## src/rtl/perceptron_pipe_ctrl.sv

```systemverilog
`default_nettype none
// ============================================================================
// Module      : perceptron_pipe_ctrl
// Description : Valid/ready pipeline controller for a perceptron datapath.
//               It tracks one valid bit per stage and produces per-stage
//               register enables that collapse bubbles. It keeps an
//               occupancy count and runs a LOAD/RUN/DRAIN mode FSM. In the
//               FSM, upstream acceptance is only allowed in RUN. Weight/bias
//               loads and flush requests first drain the pipeline.
// Ports       : clk         - clock, all state on rising edge
//               reset       - asynchronous active-low reset
//               wb_en_i     - weight/bias load enables (any bit = loading)
//               flush_i     - level request to stop accepting and empty
//               val_i/rdy_o - upstream handshake (rdy_o combinational)
//               val_o/rdy_i - downstream handshake (val_o registered)
//               stage_en_o  - per-stage datapath enables, bit 0 = input
//               occupancy_o - items in flight (registered)
//               busy_o      - occupancy_o != 0
//               state_o     - LOAD=0, RUN=1, DRAIN=2
// Revision    : 1.0 - initial release
// ============================================================================
module perceptron_pipe_ctrl #(
    parameter int DEPTH  = 2,
    parameter int NUM_WB = 2,
    parameter int CNT_W  = $clog2(DEPTH + 1)
) (
    input  logic              clk,
    input  logic              reset,
    input  logic [NUM_WB-1:0] wb_en_i,
    input  logic              flush_i,
    input  logic              val_i,
    output logic              rdy_o,
    output logic              val_o,
    input  logic              rdy_i,
    output logic [DEPTH-1:0]  stage_en_o,
    output logic [CNT_W-1:0]  occupancy_o,
    output logic              busy_o,
    output logic [1:0]        state_o
);

    typedef enum logic [1:0] {
        ST_LOAD  = 2'd0,
        ST_RUN   = 2'd1,
        ST_DRAIN = 2'd2
    } state_t;

    state_t           state_q, state_d;
    logic [DEPTH-1:0] v_q, v_d;
    logic [CNT_W-1:0] occ_q, occ_d;
    logic [DEPTH-1:0] w_en;
    logic             w_accept;
    logic             w_emit;
    logic             w_wb_any;

    // A stage may advance when its successor advances or when it is empty.
    // This lets an empty slot (bubble) be filled even while the output stalls.
    always_comb begin
        logic chain;
        w_en          = '0;
        chain         = rdy_i | ~v_q[DEPTH-1];
        w_en[DEPTH-1] = chain;
        for (int k = DEPTH - 2; k >= 0; k--) begin
            chain   = chain | ~v_q[k];
            w_en[k] = chain;
        end
    end

    assign w_wb_any = |wb_en_i;
    assign rdy_o    = w_en[0] & (state_q == ST_RUN);
    assign w_accept = val_i & rdy_o;
    assign w_emit   = v_q[DEPTH-1] & rdy_i;

    // Valid bits move forward only through enabled stages. The others hold.
    always_comb begin
        v_d = v_q;
        if (w_en[0]) begin
            v_d[0] = w_accept;
        end
        for (int k = 1; k < DEPTH; k++) begin
            if (w_en[k]) begin
                v_d[k] = v_q[k-1];
            end
        end
    end

    // A simultaneous accept and emit leaves the count unchanged. The handshake
    // rules keep the count from going past DEPTH or below zero.
    assign occ_d = occ_q + CNT_W'(w_accept) - CNT_W'(w_emit);

    // The mode FSM uses the registered occupancy, so DRAIN exits one cycle
    // after the last emit.
    always_comb begin
        state_d = state_q;
        case (state_q)
            ST_LOAD: begin
                if (!w_wb_any && !flush_i) begin
                    state_d = ST_RUN;
                end
            end
            ST_RUN: begin
                if (w_wb_any || flush_i) begin
                    state_d = ST_DRAIN;
                end
            end
            ST_DRAIN: begin
                if (occ_q == '0) begin
                    if (w_wb_any) begin
                        state_d = ST_LOAD;
                    end else if (!flush_i) begin
                        state_d = ST_RUN;
                    end
                end
            end
            default: state_d = ST_LOAD;
        endcase
    end

    always_ff @(posedge clk or negedge reset) begin
        if (!reset) begin
            state_q <= ST_LOAD;
            v_q     <= '0;
            occ_q   <= '0;
        end else begin
            state_q <= state_d;
            v_q     <= v_d;
            occ_q   <= occ_d;
        end
    end

    assign val_o       = v_q[DEPTH-1];
    assign stage_en_o  = w_en;
    assign occupancy_o = occ_q;
    assign busy_o      = (occ_q != '0);
    assign state_o     = state_q;

endmodule
`default_nettype wire
```

## config.mk

```make
export PLATFORM = sky130hd
export DESIGN_NAME = perceptron_pipe_ctrl
export DESIGN_NICKNAME = d
export VERILOG_FILES = /design/src/rtl/perceptron_pipe_ctrl.sv
export SDC_FILE = /design/constraint.sdc
export NUM_CORES = 1
export LEC_CHECK = 0
export BUFFER_PORTS_ARGS = -buffer_cell sky130_fd_sc_hd__buf_2
export CAP_MARGIN = 20
export CELL_PAD_IN_SITES_DETAIL_PLACEMENT = 0
export CELL_PAD_IN_SITES_GLOBAL_PLACEMENT = 1
export CORE_AREA = 2 2 39 41
export CTS_CLUSTER_DIAMETER = 40
export CTS_CLUSTER_SIZE = 8
export DETAILED_ROUTE_END_ITERATION = 12
export DIE_AREA = 0 0 41 43
export GPL_ROUTABILITY_DRIVEN = 0
export PLACE_DENSITY = 0.62
export SKIP_CTS_REPAIR_TIMING = 1
export SLEW_MARGIN = 15
export SYNTH_ARGS = -nofsm -noshare
export SYNTH_HDL_FRONTEND = slang
export SYNTH_SLANG_ARGS = --single-unit
```

## constraint.sdc

```tcl
create_clock -name clk -period 1.77 [get_ports clk]
set_clock_uncertainty 0.15 [all_clocks]
set_input_delay 0.354 -clock clk [delete_from_list [all_inputs] [get_ports clk]]
set_output_delay 0.354 -clock clk [all_outputs]
set_load 0.02 [all_outputs]
```

Word-level counts from Yosys, hierarchy flattened

Index checks and enable logic that the tools add are counted.

Register bits after elaboration: 6
Output and inout bits: 9

Equal/unequal tests: 6
Multiplexer cells: 6
$add $sub $neg: 2
Reduce and logical (&&, ||, !) cells: 9
Bitwise operators: 7

Operator list:

| kind                 | count |
|---|---|
| $mux W2              | 5 |
| $pmux W2 S3          | 1 |
| $logic_not A2 Y1     | 2 |
| $ne A2 B2 Y1 const B | 2 |
| $reduce_and A4 Y1    | 1 |
| $and A1 B1 Y1        | 3 |
| $ne A3 B3 Y1 const B | 1 |
| $add A2 B1 Y2        | 1 |
| $eq A2 B1 Y1 const B | 1 |
| $eq A2 B2 Y1 const B | 1 |
| $logic_not A1 Y1     | 2 |
| $ne A2 B1 Y1 const B | 1 |
| $not A1 Y1           | 2 |
| $or A1 B1 Y1         | 2 |
| $reduce_bool A2 Y1   | 1 |
| $reduce_or A2 Y1     | 1 |
| $sub A2 B1 Y2        | 1 |
| $logic_and A1 B1 Y1  | 1 |
| $logic_or A1 B1 Y1   | 1 |

Depth between registers and ports, before layout

Gate-level depths: netlist of run 1.

Depth in word-level cells: 7
Mapped depth: 7
Mapped depth without buffers: 7

Least setup slack after synthesis of run 1

Ideal clock, no wire load.

Path kind: reg2reg
Start: register v_q[1]
End: register occ_q[1] (netlist: occupancy_o[1])
Data required time: 1.490 ns
Data arrival time: 1.581 ns
Cell stages (with the launch flop): 8
Slack: -0.091 ns
Path buffers: 0
Setup time: 0.130 ns
Clock period less this slack: 1.861 ns
Cell sequence: dfrtp_1 nand3b_1 nand3_1 ha_1 inv_1 ha_1 xnor2_1 xnor2_1

Cells in the longest elaborated chain, start to end: 7

Ends and longest elaborated chain:

| element                 | RTL line | text |
|---|---|---|
| start, declared         | 48       | `logic [DEPTH-1:0] v_q, v_d;` |
| start signal, assigned  | 125      | `v_q <= v_d;` |
| $not A1 Y1              | 60       | `chain = rdy_i \| ~v_q[DEPTH-1];` |
| $or A1 B1 Y1            | 60       |  |
| $or A1 B1 Y1            | 63       | `chain = chain \| ~v_q[k];` |
| named net stage_en_o[0] | 35       | `output logic [DEPTH-1:0] stage_en_o,` |
| $and A1 B1 Y1           | 69       | `assign rdy_o = w_en[0] & (state_q == ST_RUN);` |
| $and A1 B1 Y1           | 70       | `assign w_accept = val_i & rdy_o;` |
| $add A2 B1 Y2           | 88       | `assign occ_d = occ_q + CNT_W'(w_accept) - CNT_W'(w_emit);` |
| $sub A2 B1 Y2           | 88       |  |
| named net occ_d[1]      | 49       | `logic [CNT_W-1:0] occ_q, occ_d;` |
| end signal, assigned    | 122      | `occ_q <= '0;` |
| end signal, assigned    | 126      | `occ_q <= occ_d;` |
| end, declared           | 49       |  |

The timed path passes the listed nets, and every way through them passes these cells.
A chain may end at the register's enable or synchronous reset.

Worst setup path in the final report of run 1

Start: register state_q[0] (netlist: state_o[0])
End: output port rdy_o

Cells in the longest elaborated chain, start to end: 2

Ends and longest elaborated chain:

| element                | RTL line | text |
|---|---|---|
| start, declared        | 47       | `state_t state_q, state_d;` |
| start signal, assigned | 124      | `state_q <= state_d;` |
| $eq A2 B1 Y1           | 69       |  |
| $and A1 B1 Y1          | 69       |  |
| end, declared          | 32       | `output logic rdy_o,` |

Every way passes these cells.

==> impl_metrics.ini, run 1 <==
[global_route]
grt_pass1_vias = 264
grt_usage_pct = 8.77
grt_overflow = 0
grt_pass1_wl_um = 993
grt_max_degree = 7
antenna_found_initial = 0

[timing]
slew_viol_final = 0
period_needed_ns = 1.69
tightest_slew_ns = 0.242
max_slew_margin_pct = 83.7
hold_viol_final = 0
finalCritPeriodShare_pct = 95.7
fin_tns_setup_ns = 0
finalSetupViolCount = 0
whs_ns = 0.152
maxClockFrequency_mhz = 590
final.setup.worst_slack_ns = 0.0758

[pwr]
p_leak_uw = 0.000242
power_frac_clock_pct = 23.0
pwr-share-comb_pct = 41.3
internal-power_uw = 376
power_switching_uw = 232
p_seq_share_pct = 35.7
switching_share_pct = 38.1
max-vdd-ir-drop_v = 0.000488
power_density_nw_per_um2 = 1300

[worst_setup_path]
cp.required_ns = 1.27
r2r-start = state_o[1]$_DFFE_PN0P_
start_kind = register
rr_endpoint = occupancy_o[1]$_DFF_PN0_
reg2reg_depth = 7
critPathKind = reg -> out
crit_start = state_o[0]$_DFFE_PN0P_
cp_max_fo = 3
arrival_ns = 1.19
rrSetupSlack_ns = 0.14
cp-end-kind = output pin

[detailed_routing]
drt-total-wl_um = 656
post_drt_via_cell_ratio = 4.13
avgRoutedWirePerCell_um = 9.79
num_vias = 277
drc = 0
drtIter0Drc = 4
antenna_left = 0
drt_first_pass_iters = 2

[synthesis]
synth_top_area_share_pct = 49.0
yosys.area.top_type = dfrtp_1
syn-num-nets = 37
synth_edf_count = 0
synth-seq-cells = 6
synth_warnings = 0
async_flop_share_pct = 100
synth_cells = 28
synth_area_leaders = dfrtp_1 49%, ha_1 8.2%, xnor2_1 5.7%
ys.flop_type = dfrtp_1
ys_seq_area_share_pct = 49.0
postSynthAreaPerCell_um2 = 10.9
netlist-cell-type-count = 16
syn-cell-area_um2 = 307

[clock_tree]
cts_buffers = 3
clkTransAtPathRegs_ns = 0.04
clock_latency_ns = 0.25
clockBufferDepth = 2
cts_max_level = 1
cts_tree = yes
root_buffer = clkbuf_4
clock_sinks = 6

[place]
dpl-instance-area_um2 = 420
placement.io_buffers = 15
place_hpwl_um = 515
place_ws_ns = 0.0909

[final_layout]
drive_gt1_share_pct = 51.0
nets = 61
synthToLayoutAreaGrowth_pct = 52.2
fin_util_pct = 33.7
fill_cells = 152
n_antenna_cell = 0
postLayoutCellArea_um2 = 467

[min_path]
hold_start = flush_i
hp-class = in -> reg
hold_end = state_o[0]$_DFFE_PN0P_
hold_depth = 2

[die]
initial_utilization_pct = 22.2
row_count = 14
core_area_um2 = 1380
design.portCount = 16
die_x_um = 41
die_area_um2 = 1760
fp.dieH_um = 43

[status]
outcome = finished clean

[flow_run]
cap_violations = 0
[how the worst max path moves through the flow]
| stage | end | slack (ns) | cells past startpoint |
|---|---|---|---|
| after CTS | rdy_o | 0.02 | 4 |
| final | rdy_o | 0.08 | 4 |
| after floorplan | occupancy_o[1]$_DFF_PN0_ | -0.04 | 7 |
| after global placement | occupancy_o[1]$_DFF_PN0_ | 0.09 | 7 |
| after detailed placement | occupancy_o[1]$_DFF_PN0_ | 0.09 | 7 |
| after global routing | rdy_o | -0.004 | 4 |
[cells by family (layout without fill, tap and decap cells)]
logic type / Yosys count / after routing / synth area share (%)
flops: 6 / 6 / 49.0
simple gates: 14 / 14 / 29.4
fa+ha+maj: 2 / 2 / 8.16
compound gates: 3 / 3 / 6.53
buf+inv: 1 / 24 / 1.22
xor+xnor: 2 / 2 / 5.72
[critical path, cell delays in order, from the launching register on]
cell	delay, ns
dfrtp_1	0.37
nor2b_2	0.16
buf_4	0.14
and2_1	0.14
buf_2	0.15
[cell type report]
type	instances	area, um^2	area share [%]
Timing Repair Buffer	19	108	23.1
Tap cell	16	20.0	4.29
Clock buffer	4	26.3	5.63
Sequential cell	6	151	32.4
Inverter	1	3.75	0.804
Multi-Input combinational cell	21	158	33.8
[routing by layer]
| layer | global-route usage, % | share of wire [%] |
|---|---|---|
| met4 | 6.00 | 1.7 |
| met5 | 0 | 0 |
| met2 | 11.9 | 42 |
| met3 | 4.71 | 10 |
| met1 | 10.1 | 46 |
[power groups by stage]
stage	Combinational (uW)	Clock [uW]	Sequential, uW
global placement	246	0	217
finish	251	140	217
CTS	248	148	217
floorplan	111	0	264
global route	272	158	222
detailed placement	248	0	218
[cells in the final DEF, fill, tap and decap left out, types with 2 or more instances in the layout]
master	n
and2_1	2
buf_2	15
buf_4	3
clkbuf_4	3
dfrtp_1	5
nand2_1	3
nand2b_1	2
xnor2_1	2
[registers in the layout, indices dropped and copies added, names as in the netlist]
register and count:
occupancy_o 2, state_o 2, v_q 2
[synth_stat cells, types with 2 or more instances]
master and number:
dfrtp_1 6, nand2_1 3, and2_1 2, ha_1 2, nand2b_1 2, nor2b_1 2, xnor2_1 2
[stage by stage]
stage	power [uW]	instances
after floorplan	376	28
after global routing	652	67
after global placement	464	61
final	608	67
after detailed placement	466	61
after CTS	613	65
Note: power is estimated with default switching activity, not from simulation.
==> run 2, diff against run 1 <==
--- a/config.mk
+++ b/config.mk
@@ -14,8 +14,7 @@
 export CTS_CLUSTER_SIZE = 8
 export DETAILED_ROUTE_END_ITERATION = 12
 export DIE_AREA = 0 0 41 43
-export GPL_ROUTABILITY_DRIVEN = 0
-export PLACE_DENSITY = 0.62
+export PLACE_DENSITY = 0.67
 export SKIP_CTS_REPAIR_TIMING = 1
 export SLEW_MARGIN = 15
 export SYNTH_ARGS = -nofsm -noshare
==> run 2 against run 1 <==
Net effect:
- worst setup slack lost 0.011 ns
- combinational power grew 2%
- global-route usage grew 0.69 points
- sequential share of layout area shrank 0.51 points
- sequential power is essentially flat
- register-to-register slack is essentially flat
- fmax shrank 0.67%
- flip-flop and latch count is the same
- routed wire length shrank 1.4%
- non-clock buffer count is the same
- hold slack lost 0.019 ns
==> impl_metrics.ini, run 2 (synthesis gave the netlist of run 1 again) <==
[worst_setup_path]
r2r-start = state_o[1]$_DFFE_PN0P_
cp_max_fo = 3
cp_cell_sequence = nor2b_2 > buf_4 > and2_1 > buf_2
start_kind = register
rrSetupSlack_ns = 0.14
cp.required_ns = 1.27
reg2reg_depth = 7
cp_slowest_cell = dfrtp_1
critPathKind = reg -> out
max_stage_delay_ns = 0.37
arrival_ns = 1.20
rr_endpoint = occupancy_o[1]$_DFF_PN0_
cp-end-kind = output pin

[detailed_routing]
drt_first_pass_iters = 2
drtIter0Drc = 1
drc = 0
drt-total-wl_um = 647
avgRoutedWirePerCell_um = 9.66
num_vias = 288
post_drt_via_cell_ratio = 4.30
antenna_left = 0

[global_route]
antenna_found_initial = 0
grt_overflow = 0
grt_pass1_wl_mm = 1.04
grt_max_degree = 7
grt_usage_pct = 9.46
grt_pass1_vias = 263

[timing]
maxClockFrequency_mhz = 586
tightest_slew_ns = 0.200
hold_viol_final = 0
whs_ns = 0.133
final.setup.worst_slack_ns = 0.0644
fin_tns_setup_ns = 0
rsz0062_at_grt = false
finalCritPeriodShare_pct = 96.4
finalSetupViolCount = 0
slew_viol_final = 0
max_slew_margin_pct = 86.5
period_needed_ns = 1.71

[final_layout]
drive_gt1_share_pct = 52.9
fin_cells = 67
nets = 61
synthToLayoutAreaGrowth_pct = 54.7
fill_cells = 152
ff_latch_area_um2 = 151
final_common_cell = buf_2
layout.cells.most_common_list = 15 x buf_2, 5 x dfrtp_1, 3 x nand2_1, 3 x clkbuf_4, 3 x buf_4
n_antenna_cell = 0
multi_input_area_um2 = 165

[status]
outcome = finished clean

[clock_tree]
clkTransAtPathRegs_ns = 0.05
cts_max_level = 1
cts_buffers = 3
root_buffer = clkbuf_4
clock_sinks = 6
cts_tree = yes
clock_latency_ns = 0.25
clockBufferDepth = 2

[die]
row_count = 14
die_x_um = 41
design.portCount = 16
die_area_um2 = 1760
initial_utilization_pct = 22.2
core_area_um2 = 1380
fp.dieH_um = 43

[place]
post-place-cells = 61
place_ws_ns = 0.104
placement.io_buffers = 15
globalplace.congestion = 0.572
place_hpwl_um = 505

[pwr]
power_density_nw_per_um2 = 1300
max-vdd-ir-drop_v = 0.000444
power_uw = 616
p_leak_uw = 0.000243

[flow_run]
cap_violations = 0

[min_path]
hp-class = in -> reg
hold_start = flush_i
hold_end = state_o[0]$_DFFE_PN0P_
hold_depth = 2
[run 2: report_power, final]
part | switching (uW) | total, uW | internal [uW]
Sequential | 39.2 | 219 | 180
Combinational | 142 | 255 | 113
Clock | 56.2 | 142 | 85.8
Total | 238 | 616 | 378
[run 2: area by class of cell]
type | instances | share of cell area [%]
clock buffers | 4 | 5.54
inverters | 1 | 0.792
multi-input cells | 21 | 34.8
flip-flops and latches | 6 | 31.9
well taps | 16 | 4.22
repair buffers | 19 | 22.7
[run 2: how the worst max path moves through the flow]
stage                           startpoint                  endpoint  slack [ns]
global placement    state_o[1]$_DFFE_PN0P_  occupancy_o[1]$_DFF_PN0_        0.12
finish              state_o[0]$_DFFE_PN0P_                     rdy_o        0.06
floorplan               v_q[1]$_DFFE_PN0P_  occupancy_o[1]$_DFF_PN0_       -0.04
detailed placement  state_o[0]$_DFFE_PN0P_  occupancy_o[1]$_DFF_PN0_        0.10
CTS                 state_o[0]$_DFFE_PN0P_                     rdy_o        0.02
global route        state_o[0]$_DFFE_PN0P_                     rdy_o       0.001
[run 2: through the flow]
step                instance area, um^2  utilization (%)
finish                              474             34.3
global route                        474             34.3
CTS                                 447             32.3
detailed placement                  420             30.4
global placement                    420             30.4
floorplan                           310                -
[run 2: routing by layer]
metal | global-route usage (%) | wire length, um
met5 | 0 | 0
met2 | 11.6 | 250
met3 | 3.14 | 63
met1 | 11.7 | 312
met4 | 10.0 | 21
[run 2: worst max-delay path, delay by kind of cell (launching register included)]
| family | cells | cell delay (ns) |
|---|---|---|
| and+or+nand+nor | 2 | 0.30 |
| buffers and inverters | 2 | 0.29 |
| DFF | 1 | 0.37 |
